File: src/rtl/mgt_01_fp_round_unit.sv
// ---------------------------------------------------------------------------
// mgt_01_fp_round_unit
//
// Two-stage IEEE-754 binary32 rounding stage between the FU result bus and
// writeback. Stage 1 captures the raw FU result together with the increment
// and inexact decisions. Stage 2 applies the increment, handles carry into
// the exponent, overflow saturation and exception overrides, and registers
// the final result and fflags. A valid/ready handshake is used on both sides.
//
// Ports
//   clk_i          clock, all state on the rising edge
//   rst_i          asynchronous active-high reset
//   clk_en_i       0 freezes every register and forces ready_o low
//   valid_i        upstream result present
//   ready_o        input accepted this cycle when valid_i is also high
//   to_round_i     unrounded float {sign, exponent[7:0], mantissa[22:0]}
//   guard_i        guard bit below the mantissa LSB
//   round_i        round bit
//   sticky_i       sticky bit
//   rm_i           RISC-V rounding mode (000 RNE .. 100 RMM, others illegal)
//   overflow_i     FU overflow flag
//   underflow_i    FU underflow flag
//   invalid_op_i   FU invalid-operation flag
//   zero_divide_i  FU divide-by-zero flag
//   valid_o        rounded result present
//   ready_i        downstream accepts the result
//   result_o       rounded float
//   fflags_o       {NV, DZ, OF, UF, NX}
// ---------------------------------------------------------------------------
module mgt_01_fp_round_unit (
    input  logic        clk_i,
    input  logic        rst_i,
    input  logic        clk_en_i,
    input  logic        valid_i,
    output logic        ready_o,
    input  logic [31:0] to_round_i,
    input  logic        guard_i,
    input  logic        round_i,
    input  logic        sticky_i,
    input  logic [2:0]  rm_i,
    input  logic        overflow_i,
    input  logic        underflow_i,
    input  logic        invalid_op_i,
    input  logic        zero_divide_i,
    output logic        valid_o,
    input  logic        ready_i,
    output logic [31:0] result_o,
    output logic [4:0]  fflags_o
);

    localparam logic [2:0]  RM_RNE = 3'b000;
    localparam logic [2:0]  RM_RTZ = 3'b001;
    localparam logic [2:0]  RM_RDN = 3'b010;
    localparam logic [2:0]  RM_RUP = 3'b011;
    localparam logic [2:0]  RM_RMM = 3'b100;

    localparam logic [31:0] CANON_NAN = 32'h7FC0_0000;
    localparam logic [30:0] INF_MAG   = 31'h7F80_0000;
    localparam logic [30:0] MAX_MAG   = 31'h7F7F_FFFF;

    // ---------------------------------------------------------------
    // Handshake
    // ---------------------------------------------------------------
    logic s1_valid;
    logic s2_valid;
    logic s1_adv;
    logic s2_adv;

    assign s2_adv  = ~s2_valid | ready_i;
    assign s1_adv  = ~s1_valid | s2_adv;
    // rst_i is folded in so ready_o is low for the whole reset interval.
    assign ready_o = clk_en_i & ~rst_i & s1_adv;
    assign valid_o = s2_valid;

    // ---------------------------------------------------------------
    // Stage 1 decisions: increment and inexact from the raw inputs
    // ---------------------------------------------------------------
    logic in_inexact;
    logic in_inc;
    logic in_rm_illegal;

    // NOTE: every output of an always_comb gets a default before the case,
    // so no path leaves a value unassigned and no latch is inferred.
    always_comb begin
        in_inexact    = guard_i | round_i | sticky_i;
        in_inc        = 1'b0;
        in_rm_illegal = 1'b0;
        case (rm_i)
            RM_RNE:  in_inc = guard_i & (round_i | sticky_i | to_round_i[0]);
            RM_RTZ:  in_inc = 1'b0;
            RM_RDN:  in_inc = to_round_i[31] & in_inexact;
            RM_RUP:  in_inc = ~to_round_i[31] & in_inexact;
            RM_RMM:  in_inc = guard_i;
            default: in_rm_illegal = 1'b1;
        endcase
    end

    // Stage 1 registers
    logic [31:0] s1_data;
    logic [2:0]  s1_rm;
    logic        s1_inc;
    logic        s1_inexact;
    logic        s1_rm_illegal;
    logic        s1_of;
    logic        s1_uf;
    logic        s1_nv;
    logic        s1_dz;

    // ---------------------------------------------------------------
    // Stage 2 datapath: apply increment, saturate, exception overrides
    // ---------------------------------------------------------------
    logic        s1_sign;
    logic [7:0]  s1_exp;
    logic [22:0] s1_mant;
    logic [30:0] mag_rnd;
    logic        rnd_ovf;
    logic        is_special;
    logic        sat_to_inf;
    logic [31:0] s2_result_d;
    logic [4:0]  s2_fflags_d;

    assign s1_sign = s1_data[31];
    assign s1_exp  = s1_data[30:23];
    assign s1_mant = s1_data[22:0];

    // Adding to the 31-bit magnitude lets a mantissa carry ripple into the
    // exponent, which is exactly the renormalisation a 1.111..1 + ulp needs.
    assign mag_rnd    = s1_data[30:0] + {30'd0, s1_inc};
    assign rnd_ovf    = (s1_exp != 8'hFF) && (mag_rnd[30:23] == 8'hFF);
    assign is_special = (s1_exp == 8'hFF) && !s1_of;

    // Directed modes saturate to infinity only when rounding away from zero.
    always_comb begin
        sat_to_inf = 1'b1;
        case (s1_rm)
            RM_RNE:  sat_to_inf = 1'b1;
            RM_RTZ:  sat_to_inf = 1'b0;
            RM_RDN:  sat_to_inf = s1_sign;
            RM_RUP:  sat_to_inf = ~s1_sign;
            RM_RMM:  sat_to_inf = 1'b1;
            default: sat_to_inf = 1'b1;
        endcase
    end

    always_comb begin
        s2_result_d = {s1_sign, mag_rnd};
        s2_fflags_d = {3'b000, s1_uf & s1_inexact, s1_inexact};
        if (s1_rm_illegal) begin
            s2_result_d = CANON_NAN;
            s2_fflags_d = 5'b10000;
        end else if (s1_nv) begin
            s2_result_d = CANON_NAN;
            s2_fflags_d = 5'b10000;
        end else if (s1_dz) begin
            s2_result_d = s1_data;
            s2_fflags_d = 5'b01000;
        end else if (s1_of || rnd_ovf) begin
            s2_result_d = {s1_sign, sat_to_inf ? INF_MAG : MAX_MAG};
            s2_fflags_d = {2'b00, 1'b1, s1_uf & s1_inexact, 1'b1};
        end else if (is_special) begin
            s2_result_d = (s1_mant != 23'd0) ? CANON_NAN : s1_data;
            s2_fflags_d = 5'b00000;
        end
    end

    // ---------------------------------------------------------------
    // Pipeline registers
    // ---------------------------------------------------------------
    // NOTE: state is updated with non-blocking assignments so every
    // register samples pre-edge values and the two stages shift together.
    // NOTE: data registers are reset along with the valid bits because the
    // reset values of result_o and fflags_o are observable.
    always_ff @(posedge clk_i or posedge rst_i) begin
        if (rst_i) begin
            s1_valid      <= 1'b0;
            s1_data       <= '0;
            s1_rm         <= '0;
            s1_inc        <= 1'b0;
            s1_inexact    <= 1'b0;
            s1_rm_illegal <= 1'b0;
            s1_of         <= 1'b0;
            s1_uf         <= 1'b0;
            s1_nv         <= 1'b0;
            s1_dz         <= 1'b0;
            s2_valid      <= 1'b0;
            result_o      <= '0;
            fflags_o      <= '0;
        end else if (clk_en_i) begin
            if (s1_adv) begin
                s1_valid <= valid_i;
                if (valid_i) begin
                    s1_data       <= to_round_i;
                    s1_rm         <= rm_i;
                    s1_inc        <= in_inc;
                    s1_inexact    <= in_inexact;
                    s1_rm_illegal <= in_rm_illegal;
                    s1_of         <= overflow_i;
                    s1_uf         <= underflow_i;
                    s1_nv         <= invalid_op_i;
                    s1_dz         <= zero_divide_i;
                end
            end
            if (s2_adv) begin
                s2_valid <= s1_valid;
                if (s1_valid) begin
                    result_o <= s2_result_d;
                    fflags_o <= s2_fflags_d;
                end
            end
        end
    end

endmodule
File: config.mk
export PLATFORM = sky130hd
export DESIGN_NAME = mgt_01_fp_round_unit
export DESIGN_NICKNAME = d
export VERILOG_FILES = /design/src/rtl/mgt_01_fp_round_unit.sv
export SDC_FILE = /design/constraint.sdc
export NUM_CORES = 1
export LEC_CHECK = 0
export ABC_CLOCK_PERIOD_IN_PS = 4100
export BUFFER_PORTS_ARGS = -buffer_cell sky130_fd_sc_hd__buf_2
export CAP_MARGIN = 20
export CELL_PAD_IN_SITES_DETAIL_PLACEMENT = 1
export CELL_PAD_IN_SITES_GLOBAL_PLACEMENT = 2
export CORE_AREA = 2 2 124 126
export DETAILED_ROUTE_END_ITERATION = 12
export DIE_AREA = 0 0 126 128
export MAX_ROUTING_LAYER = met4
export PLACE_DENSITY_LB_ADDON = 0.1
export SLEW_MARGIN = 15
export SYNTH_ARGS = -nofsm -noshare
export SYNTH_HDL_FRONTEND = slang
export SYNTH_SLANG_ARGS = --single-unit
export TNS_END_PERCENT = 10
File: constraint.sdc
create_clock -name clk_i -period 4.1 [get_ports clk_i]
set_input_delay 1.025 -clock clk_i [delete_from_list [all_inputs] [get_ports clk_i]]
set_output_delay 1.025 -clock clk_i [all_outputs]
set_load 0.005 [all_outputs]
==> impl_metrics.csv <==
group,metric,value,unit
cts,post_cts_buffers,0,
finish,nets,591,
critical_path,path_max_fanout,22,
placed_design,io_buffers,85,
critical_path,r2r_start,"s1_data[0]$_DFFE_PP0P_",
grt,grt_pass1_vias,4169,
sta,rsz0062_at_grt,"false",
floorplanning,start_util,30.28,%
critical_path,critical_path_required,4390,ps
cts,clk_pin_slew,70,ps
drt,firstDrtPassIters,4,
cts,cts_hold_buffers,0,
critical_path,cp_slowest_stage_delay,850,ps
sta,slew_viol_final,0,
floorplanning,core.rowCount,45,
critical_path,critPathBufInv,0,
job,cap_violations,0,
sta,post-route-period-util,87.25,%
placed_design,dpl.hpwl,10.52,mm
grt,grt_start_max_net_pins,56,
power_and_ir_drop,power.leakage,2.287,nW
critical_path,crit_family,"compound AO/OA/AOI/OAI gates",
placed_design,dp_slack,502.4,ps
critical_path,worstSetupStartpoint,"s1_data[0]$_DFFE_PP0P_",
cts,numClockSinks,81,
drt,drt_iter0_drc,165,
power_and_ir_drop,ir_drop,0.2654,mV
cts,cts-root-buf,"clkbuf_16",
critical_path,critPathKind,"flip-flop to flip-flop",
critical_path,cp.arrival,3870,ps
cts,tritoncts,"yes",
finish,drive_gt1_share,28.15,%
critical_path,critPathLaunchType,"flip-flop",
placed_design,place_congestion,0.8110,
placed_design,dp_cells,719,
drt,wire_per_inst,19.72,um
drt,detail-route-antenna-nets,0,
critical_path,cp-end-kind,"flip-flop",
floorplanning,die_y,128,um
logic_synthesis,synth_ff_type,"dfrtp_1",
sta,timing_hold_violations_final,0,
logic_synthesis,syn_nets,523,
power_and_ir_drop,power_density,510.6,mW/mm^2
sta,fin_skew,8.616,ps
logic_synthesis,avgSynthCellArea,9.495,um^2
drt,via_per_inst,5.442,
logic_synthesis,synthArstFlopShare,100.0,%
grt,antenna_found_initial,0,
floorplanning,coreArea,0.01486,mm^2
sta,tns,0,ps
grt,grt_first_pass_wirelength,23.31,mm
cts,tritoncts.num_buffers,9,
logic_synthesis,synth.distinct_cells,54,
worst_hold_path,hold_path_class,"flip-flop to flip-flop",
grt,grt_overflow,0,
floorplanning,dieArea,0.01613,mm^2
sta,layout_min_cycle_time,3577,ps
logic_synthesis,syn-instance-count,474,
outcome,outcome,"complete, no violations",
logic_synthesis,synth_seq_area_share,45.04,%
critical_path,critPathSlowestCell,"o31a_1",
worst_hold_path,hold_start,"fflags_o[0]$_DFFE_PP0P_",
finish,fin_cells,735,
finish,syn2layout_area_growth,20.18,%
cts,clockBufferDepth,2,
cts,cts_resized,0,
drt,drt-total-wl,14.50,mm
grt,grt_util_all_layers,18.93,%
sta,relSlewSlack,29.53,%
drt,drc,0,
cts,clock_latency,350,ps
drt,vias,4000,
sta,fmax,0.2795,GHz
finish,antenna_cells,0,
logic_synthesis,syn-cell-area,0.004501,mm^2
logic_synthesis,synth_edf_count,0,
sta,fin_ws,522.6,ps
floorplanning,pin_count,86,
logic_synthesis,synth-warning-count,0,
floorplanning,dieWidth,126,um
cts,htreeDepth,3,
critical_path,path_cells,"ha_1, ha_1, nand4_2, nor4_4, nand4_1, mux2_2, a31oi_1, o41a_1, o31a_1, a32o_1",
sta,worst_slew_pin_slew,1057,ps
sta,setup_viol,0,
logic_synthesis,synth-seq-cells,81,
critical_path,crit_top_cell,"ha_1",
[routing by layer]
layer	up-vias	GRT usage [%]	share of wire, %
li1	1911	-	-
met1	1996	25.07	49
met2	76	29.41	46
met3	17	3.548	3.0
met4	0	6.206	1.9
met5	-	-	0
[stage by stage]
stage                     hold WS (ps)  instance area (um^2)  power [mW]  util [%]
after global routing             505.6                  5409       2.933     36.39
after floorplan                  470.8                  4504       1.585         -
after detailed placement         474.1                  5079       1.886     34.17
after global placement           470.3                  5079       1.870     34.17
final                            487.5                  5409       2.762     36.39
after CTS                        491.2                  5409       2.804     36.39
[cell type report]
| class | instances | area, um^2 |
|---|---|---|
| flip-flops and latches | 81 | 2027 |
| clock buffers | 11 | 252.7 |
| repair buffers | 94 | 493.0 |
| inverters | 10 | 41.29 |
| well taps | 188 | 235.2 |
| multi-input cells | 346 | 2282 |
| clock inverters | 5 | 77.57 |
| fillers | 1755 | 9455 |
[worst paths after layout]
check                                           end  slack [ps]  cells past startpoint
max reg2reg                 result_o[9]$_DFFE_PP0P_         520                     10
min reg2reg                 fflags_o[0]$_DFFE_PP0P_         490                      1
max                         result_o[9]$_DFFE_PP0P_         520                     10
min in group asynchronous  result_o[28]$_DFFE_PP0P_         890                      3
max in group asynchronous  result_o[18]$_DFFE_PP0P_        2230                      4
min                         fflags_o[0]$_DFFE_PP0P_         490                      1
[kinds of logic (layout without fill, tap and decap cells)]
| family | count (synthesis) | after routing | synth area share [%] |
|---|---|---|---|
| fa+ha+maj | 2 | 2 | 0.5559 |
| flops | 81 | 81 | 45.04 |
| compound gates | 129 | 129 | 19.18 |
| mux | 38 | 38 | 9.425 |
| simple gates | 169 | 169 | 19.96 |
| xor+xnor | 8 | 8 | 1.557 |
| buf+inv | 47 | 120 | 4.281 |
[cells in the mapped netlist (5+ instances only)]
cell type	number	area share (%)
clkbuf_1	25	2.1
dfrtp_1	81	45
a21o_1	7	1.2
a22o_1	19	3.7
mux2_2	35	8.8
nand4_1	13	1.8
nand3_1	20	2.2
nor4_1	14	1.9
buf_2	7	0.78
xor2_1	5	0.97
inv_1	10	0.83
o221ai_1	5	0.97
nand2_1	37	3.1
nor2_1	28	2.3
and3_1	13	1.8
o21ai_0	34	3.8
nor3_1	15	1.7
a31oi_1	10	1.4
a32o_1	6	1.3
a21oi_1	26	2.9
[power breakdown]
group,internal [mW],switching [mW],total [mW]
Clock,0.564,0.337,0.902
Sequential,0.985,0.221,1.21
Combinational,0.322,0.333,0.654
[flip-flops by register name (all words and copies together) (netlist names)]
name,count
s1_rm,3
s1_inc,1
s1_rm_illegal,1
s1_nv,1
s1_inexact,1
result_o,32
s1_data,32
s1_of,1
s1_valid,1
s1_dz,1
s1_uf,1
fflags_o,5
valid_o,1
[cell usage in the layout, fill, tap and decap left out, types with 4 or more instances in the layout]
cell       netlist  routed
and3_1          13      12
xor2_1           5       5
mux2_2          35      35
o22ai_1          4       4
nand4_1         13      13
a21o_1           7       7
a31oi_1         10      10
buf_2            7      85
a32o_1           6       6
nor2_1          28      28
clkbuf_16        0       9
nor4_1          14      14
nor3b_1          4       4
o221ai_1         5       5
o211ai_1         4       4
a22o_1          19      19
buf_4            0       9
nand3_1         20      20
nor3_1          15      15
o21ai_0         34      34
dfrtp_1         81      81
nand2_1         37      37
a21oi_1         26      26
nor2b_1          4       4
inv_1           10       9
Power figures use the tool's default switching activity.
